### config.mk
export PLATFORM = sky130hd
export DESIGN_NAME = systolic_ctrl
export DESIGN_NICKNAME = d
export VERILOG_FILES = /design/src/rtl/systolic_ctrl.sv
export SDC_FILE = /design/constraint.sdc
export NUM_CORES = 1
export LEC_CHECK = 0
export ABC_AREA = 1
export CAP_MARGIN = 5
export CORE_ASPECT_RATIO = 0.5
export CORE_MARGIN = 5
export CORE_UTILIZATION = 47
export CTS_CLUSTER_SIZE = 14
export DETAILED_ROUTE_END_ITERATION = 6
export GPL_ROUTABILITY_DRIVEN = 0
export PLACE_DENSITY_LB_ADDON = 0.12
export SLEW_MARGIN = 20
export SYNTH_ARGS = -nofsm -noshare
export SYNTH_HDL_FRONTEND = slang
export SYNTH_SLANG_ARGS = --single-unit
### constraint.sdc
create_clock -name clk -period 13.5 [get_ports clk]
set_input_delay 2.7 -clock clk [delete_from_list [all_inputs] [get_ports clk]]
set_output_delay 2.7 -clock clk [all_outputs]
set_load 0.005 [all_outputs]
### src/rtl/systolic_ctrl.sv
// ---------------------------------------------------------------------------
// systolic_ctrl
//
// Job sequencer for the weight-stationary systolic array. A job loads
// ARRAY_SIZE weight rows into the array (bottom row first). It then streams
// num_vecs activation vectors into the array's left edge. Each row is skewed
// one cycle more than the row above it. Finally the controller realigns the
// skewed bottom output row into whole result vectors.
//
// Ports:
//   clk, reset        clock and asynchronous active-high reset
//   start, num_vecs   job request and vector count (captured in IDLE)
//   busy, done        job in progress / one-cycle end-of-job pulse
//   w_valid/w_ready/w_data   weight-row stream (host side)
//   a_valid/a_ready/a_data   activation-vector stream (host side)
//   arr_load, arr_weights, arr_activations   drive the array instance
//   arr_output_row    bottom-row partial sums coming back from the array
//   r_valid, r_data   realigned result vectors, no backpressure
// ---------------------------------------------------------------------------
module systolic_ctrl #(
  parameter int ARRAY_SIZE = 4,
  parameter int DATA_WIDTH = 4
) (
  input  logic                                         clk,
  input  logic                                         reset,
  input  logic                                         start,
  input  logic [7:0]                                   num_vecs,
  output logic                                         busy,
  output logic                                         done,
  input  logic                                         w_valid,
  output logic                                         w_ready,
  input  logic [ARRAY_SIZE*DATA_WIDTH-1:0]             w_data,
  input  logic                                         a_valid,
  output logic                                         a_ready,
  input  logic [ARRAY_SIZE*DATA_WIDTH-1:0]             a_data,
  output logic                                         arr_load,
  output logic [ARRAY_SIZE*DATA_WIDTH-1:0]             arr_weights,
  output logic [ARRAY_SIZE*DATA_WIDTH-1:0]             arr_activations,
  input  logic [ARRAY_SIZE*DATA_WIDTH*DATA_WIDTH-1:0]  arr_output_row,
  output logic                                         r_valid,
  output logic [ARRAY_SIZE*DATA_WIDTH*DATA_WIDTH-1:0]  r_data
);

  localparam int SUM_WIDTH = DATA_WIDTH * DATA_WIDTH;
  localparam int TAG_DEPTH = 2 * ARRAY_SIZE + 1;
  localparam int LCW       = $clog2(ARRAY_SIZE + 1);

  localparam logic [1:0] S_IDLE   = 2'd0;
  localparam logic [1:0] S_LOAD   = 2'd1;
  localparam logic [1:0] S_STREAM = 2'd2;
  localparam logic [1:0] S_DRAIN  = 2'd3;

  logic [1:0]           state;
  logic [1:0]           state_next;
  logic [LCW-1:0]       w_count;
  logic [7:0]           vecs_left;
  logic [TAG_DEPTH-1:0] tag_line;

  logic w_accept;
  logic a_accept;
  logic last_w_beat;
  logic last_a_beat;
  logic tag_empty;

  // Handshake qualifiers. A weight beat is accepted only in LOAD and an
  // activation beat only in STREAM. Every other cycle is treated as a
  // bubble.
  assign w_accept    = (state == S_LOAD) && w_valid;
  assign a_accept    = (state == S_STREAM) && a_valid;
  assign last_w_beat = w_accept && (w_count == LCW'(ARRAY_SIZE - 1));
  assign last_a_beat = a_accept && (vecs_left == 8'd1);
  assign tag_empty   = (tag_line == '0);

  // Next-state logic for the job sequencer. STREAM is skipped entirely for
  // an empty job. DRAIN waits until the last valid tag has left the tag
  // line, which is the same cycle its result has left r_valid.
  always_comb begin
    state_next = state;
    case (state)
      S_IDLE:   if (start)       state_next = S_LOAD;
      S_LOAD:   if (last_w_beat) state_next = (vecs_left == 8'd0) ? S_DRAIN : S_STREAM;
      S_STREAM: if (last_a_beat) state_next = S_DRAIN;
      S_DRAIN:  if (tag_empty)   state_next = S_IDLE;
      default:                   state_next = S_IDLE;
    endcase
  end

  // State register plus the two job counters. num_vecs is captured only when
  // a job is accepted from IDLE, so later changes on the port have no effect
  // on the job in flight. The weight counter restarts for every job.
  always_ff @(posedge clk or posedge reset) begin
    if (reset) begin
      state     <= S_IDLE;
      w_count   <= '0;
      vecs_left <= '0;
    end else begin
      state <= state_next;
      if ((state == S_IDLE) && start) begin
        vecs_left <= num_vecs;
        w_count   <= '0;
      end else begin
        if (w_accept) w_count   <= w_count + 1'b1;
        if (a_accept) vecs_left <= vecs_left - 8'd1;
      end
    end
  end

  // Host-facing status and array weight path. The array shifts its weights
  // on every cycle with load high, so load must follow the accepted beat
  // exactly. That is why it is combinational from w_valid and not
  // registered.
  assign busy        = (state != S_IDLE);
  assign done        = (state == S_DRAIN) && tag_empty;
  assign w_ready     = (state == S_LOAD);
  assign a_ready     = (state == S_STREAM);
  assign arr_load    = w_accept;
  assign arr_weights = (state == S_LOAD) ? w_data : '0;

  // Tag line: a valid bit for each accepted activation beat. It runs in
  // parallel with the data through skew, array and de-skew, so its length
  // equals that round trip: one input stage, ARRAY_SIZE array hops, and
  // ARRAY_SIZE realignment stages.
  always_ff @(posedge clk or posedge reset) begin
    if (reset) begin
      tag_line <= '0;
    end else begin
      tag_line <= {tag_line[TAG_DEPTH-2:0], a_accept};
    end
  end

  assign r_valid = tag_line[TAG_DEPTH-1];

  // Input skew. Row r sits behind r+1 registers. The first register always
  // loads, taking a zero when no beat is accepted. Gaps in the input stream
  // therefore become zero bubbles, and stale data never stays in the array's
  // left edge.
  for (genvar gr = 0; gr < ARRAY_SIZE; gr++) begin : g_skew
    logic [DATA_WIDTH-1:0] line [0:gr];

    // Shift register for one array row, refilled with a zero on idle cycles.
    always_ff @(posedge clk or posedge reset) begin
      if (reset) begin
        for (int k = 0; k <= gr; k++) line[k] <= '0;
      end else begin
        line[0] <= a_accept ? a_data[gr*DATA_WIDTH +: DATA_WIDTH] : '0;
        for (int k = 1; k <= gr; k++) line[k] <= line[k-1];
      end
    end

    assign arr_activations[gr*DATA_WIDTH +: DATA_WIDTH] = line[gr];
  end

  // Output de-skew. Column c leaves the array c cycles after column 0.
  // Giving it ARRAY_SIZE-c registers makes every column land in the same
  // cycle. Data is masked with r_valid, so r_data stays zero between
  // results.
  for (genvar gc = 0; gc < ARRAY_SIZE; gc++) begin : g_deskew
    localparam int DEPTH = ARRAY_SIZE - gc;
    logic [SUM_WIDTH-1:0] line [0:DEPTH-1];

    // Realignment shift register for one result column.
    always_ff @(posedge clk or posedge reset) begin
      if (reset) begin
        for (int k = 0; k < DEPTH; k++) line[k] <= '0;
      end else begin
        line[0] <= arr_output_row[gc*SUM_WIDTH +: SUM_WIDTH];
        for (int k = 1; k < DEPTH; k++) line[k] <= line[k-1];
      end
    end

    assign r_data[gc*SUM_WIDTH +: SUM_WIDTH] = r_valid ? line[DEPTH-1] : '0;
  end

endmodule
==> results.sh <==
export IMPL_antenna_found_initial=0
export IMPL_critPathMaxStageDelay_ns=0.52
export IMPL_wl_met1_um=5200
export IMPL_syn_area_sq_um=7090
export IMPL_synthAdderAreaFrac_pct=1.76
export IMPL_finClkSkew_ns=0.0165
export IMPL_top_layer="met4"
export IMPL_timing_critical_path_buf_inv=3
export IMPL_gr_total_overflow=0
export IMPL_grt_max_degree=141
export IMPL_cts_root_buf="clkbuf_16"
export IMPL_synth_edf_count=0
export IMPL_power_leakage_uw=0.00509
export IMPL_drcViolationCount=0
export IMPL_synth_compound_area_share_pct=1.48
export IMPL_r2r_setup_slack_ns=11.71
export IMPL_worst_path_max_delay_cell="clkdlybuf4s50_1"
export IMPL_crit_chain="clkdlybuf4s50_1 -> nand2_2 -> inv_1 -> clkdlybuf4s50_1"
export IMPL_worstHoldPathType="flop to flop"
export IMPL_async_flop_share_pct=100
export IMPL_setup_worst_path_end="arr_load"
export IMPL_core_area_sq_um=14600
export IMPL_dpl_hpwl_um=9020
export IMPL_worst_path_stages=4
export IMPL_chipWidth_um=184
export IMPL_endpoint_kind="output pin"
export IMPL_regToRegEndpoint="vecs_left[2]"
export IMPL_clk_latency_ns=0.49
export IMPL_post_route_period_util_pct=49.1
export IMPL_wl_met3_um=1220
export IMPL_status="completed"
export IMPL_synthMuxAreaShare_pct=0
export IMPL_viasPerCell=4.27
export IMPL_start_util_pct=48.5
export IMPL_setup_viol=0
export IMPL_stdcell_count=972
export IMPL_first_iter_violations=231
export IMPL_crit_required_ns=10.80
export IMPL_max_slew_margin_pct=38.4
export IMPL_area_growth_pct=39.7
export IMPL_ios=211
export IMPL_max_freq_mhz=151
export IMPL_yosys_area_share_simple_pct=9.63
export IMPL_wire_per_inst_um=13.5
export IMPL_yosys_warnings=0
export IMPL_cts_buffers=20
export IMPL_cts_resized=0
export IMPL_startpoint_type="input port"
export IMPL_htreeDepth=1
export IMPL_synth_cell_type_count=28
export IMPL_yosysSeqAreaShare_pct=78.3
export IMPL_max_vdd_ir_drop_v=0.0000982
export IMPL_finalMaxSlewViolations=0
export IMPL_syn_avg_cell_area_sq_um=12.8
export IMPL_grt_util_all_layers_pct=15.1
export IMPL_layout_drive_gt1_share_pct=6.33
export IMPL_finalSetupTns_ns=0
export IMPL_syn_nets=675
export IMPL_hold_viol=0
export IMPL_diodes=0
export IMPL_rows=31
export IMPL_syn_inst=556
export IMPL_antenna_left=0
export IMPL_powerDensity_nw_per_um2=164
export IMPL_rsz0062_at_grt="no"
export IMPL_clockBufferDepth=3
export IMPL_cts_tree="yes"
export IMPL_path_class="input port to output pin"
export IMPL_io_buffers=210
export IMPL_dp_cells=942
export IMPL_first_pass_iters=4
export IMPL_rr_worst_depth=6
export IMPL_r2r_start="state[0]"
export IMPL_crit_family="buffers and inverters"
export IMPL_grt_pass1_wl_um=21800
export IMPL_crit_fanout=4
export IMPL_cts_sinks=222
export IMPL_vias=4154
export IMPL_num_nets_final=885
export IMPL_crit_start="w_valid"
export IMPL_synth_xor_area_share_pct=0.247
export IMPL_cp_arrival_ns=3.93
export IMPL_clkTransAtPathRegs_ns=0.06
export IMPL_final_min_clock_period_ns=6.63
export IMPL_die_area_sq_um=17800
export IMPL_tightest_slew_ns=0.925
export IMPL_hold_buffers=0
export IMPL_max_cap_viol_count=0
export IMPL_synth_flop_cell="dfrtp_1"
export IMPL_grt_pass1_vias=4397
export IMPL_cp_common_cell="clkdlybuf4s50_1"
export IMPL_ys_seq_elements=222
export IMPL_die_h_um=96.9
export IMPL_synth_top_family_by_area="simple AND/OR/NAND/NOR gates"
export IMPL_route_met2_wl_um=6450
export IMPL_routed_wl_um=13100
export IMPL_postCtsSetupRepairBufs=0
where the power goes:
part           total, uW  leakage, uW  switching, uW  internal, uW
registers            762      0.00270           31.5           730
logic                339      0.00211            168           171
clock network        523     0.000292            221           301
registers in the layout (all words and copies together), names as in the netlist:
| name | cells |
|---|---|
| arr_activations | 12 |
| g_deskew.line | 160 |
| g_skew.line | 28 |
| state | 2 |
| tag_line | 9 |
| vecs_left | 8 |
| w_count | 3 |
logic make-up after synthesis:
group,Yosys count
DFF,222
and+or+nand+nor,163
buffers and inverters,143
AOI/OAI and AO/OA,16
adders and majority gates,10
xor gates and xnor gates,2
placed cells by master, fill, tap and decap left out, types with 3 or more instances in the layout:
cell type / instances
nor2_1: 25
clkbuf_1: 5
inv_1: 115
nor2_2: 7
inv_2: 3
dfrtp_1: 221
o21ai_0: 3
clkbuf_16: 20
a21oi_1: 3
nand2_2: 6
clkdlybuf4s50_1: 210
ha_1: 10
nand3_1: 9
o21ai_1: 3
nand2_1: 109
cell type report:
cell class | count | area [sq um]
clock buffer | 27 | 547
clock inverter | 3 | 51.3
fill | 1075 | 4710
inverter | 119 | 454
multi-input combinational | 191 | 931
sequential | 222 | 5560
tap | 198 | 248
timing repair buffer | 212 | 2120
Yosys cell counts (all sizes together), types with 2 or more instances:
master,instances,area [sq um]
xor2,2,17.5
dfrtp,222,5560
o21ai,7,38.8
buf,24,161
inv,119,447
nand3,9,45.0
nand4,2,12.5
nor2,33,149
nand2,116,458
a21oi,3,15.0
ha,10,125
o211ai,2,15.0
worst min path at each step:
stage | cells past startpoint | slack (ns) | end | startpoint
global route | 0 | 0.35 | g_deskew[0].line[17] | g_deskew[0].line[33]
detailed placement | 0 | 0.33 | g_deskew[0].line[21] | g_deskew[0].line[37]
global placement | 0 | 0.33 | g_deskew[2].line[14] | g_deskew[2].line[30]
CTS | 0 | 0.34 | g_deskew[0].line[17] | g_deskew[0].line[33]
finish | 0 | 0.33 | g_deskew[0].line[17] | g_deskew[0].line[33]
floorplan | 0 | 0.33 | arr_activations[10] | g_skew[2].line[6]
through the flow:
step | total power [uW] | area [sq um] | hold slack [ns] | utilization, % | setup WS (ns)
floorplan | 950 | 7090 | 0.331 | - | 4.72
global placement | 1110 | 9310 | 0.332 | 63.6 | 6.89
detailed placement | 1120 | 9310 | 0.335 | 63.6 | 6.86
CTS | 1650 | 9900 | 0.336 | 67.7 | 6.85
global route | 1720 | 9910 | 0.346 | 67.8 | 6.81
finish | 1620 | 9910 | 0.333 | 67.8 | 6.87
layer usage:
| metal | track usage, % | vias up |
|---|---|---|
| met4 | 3.41 | 0 |
| li1 | - | 2008 |
| met2 | 25.7 | 153 |
| met5 | 0 | - |
| met3 | 5.51 | 21 |
| met1 | 18.5 | 1972 |
Power figures use the tool's default switching activity.
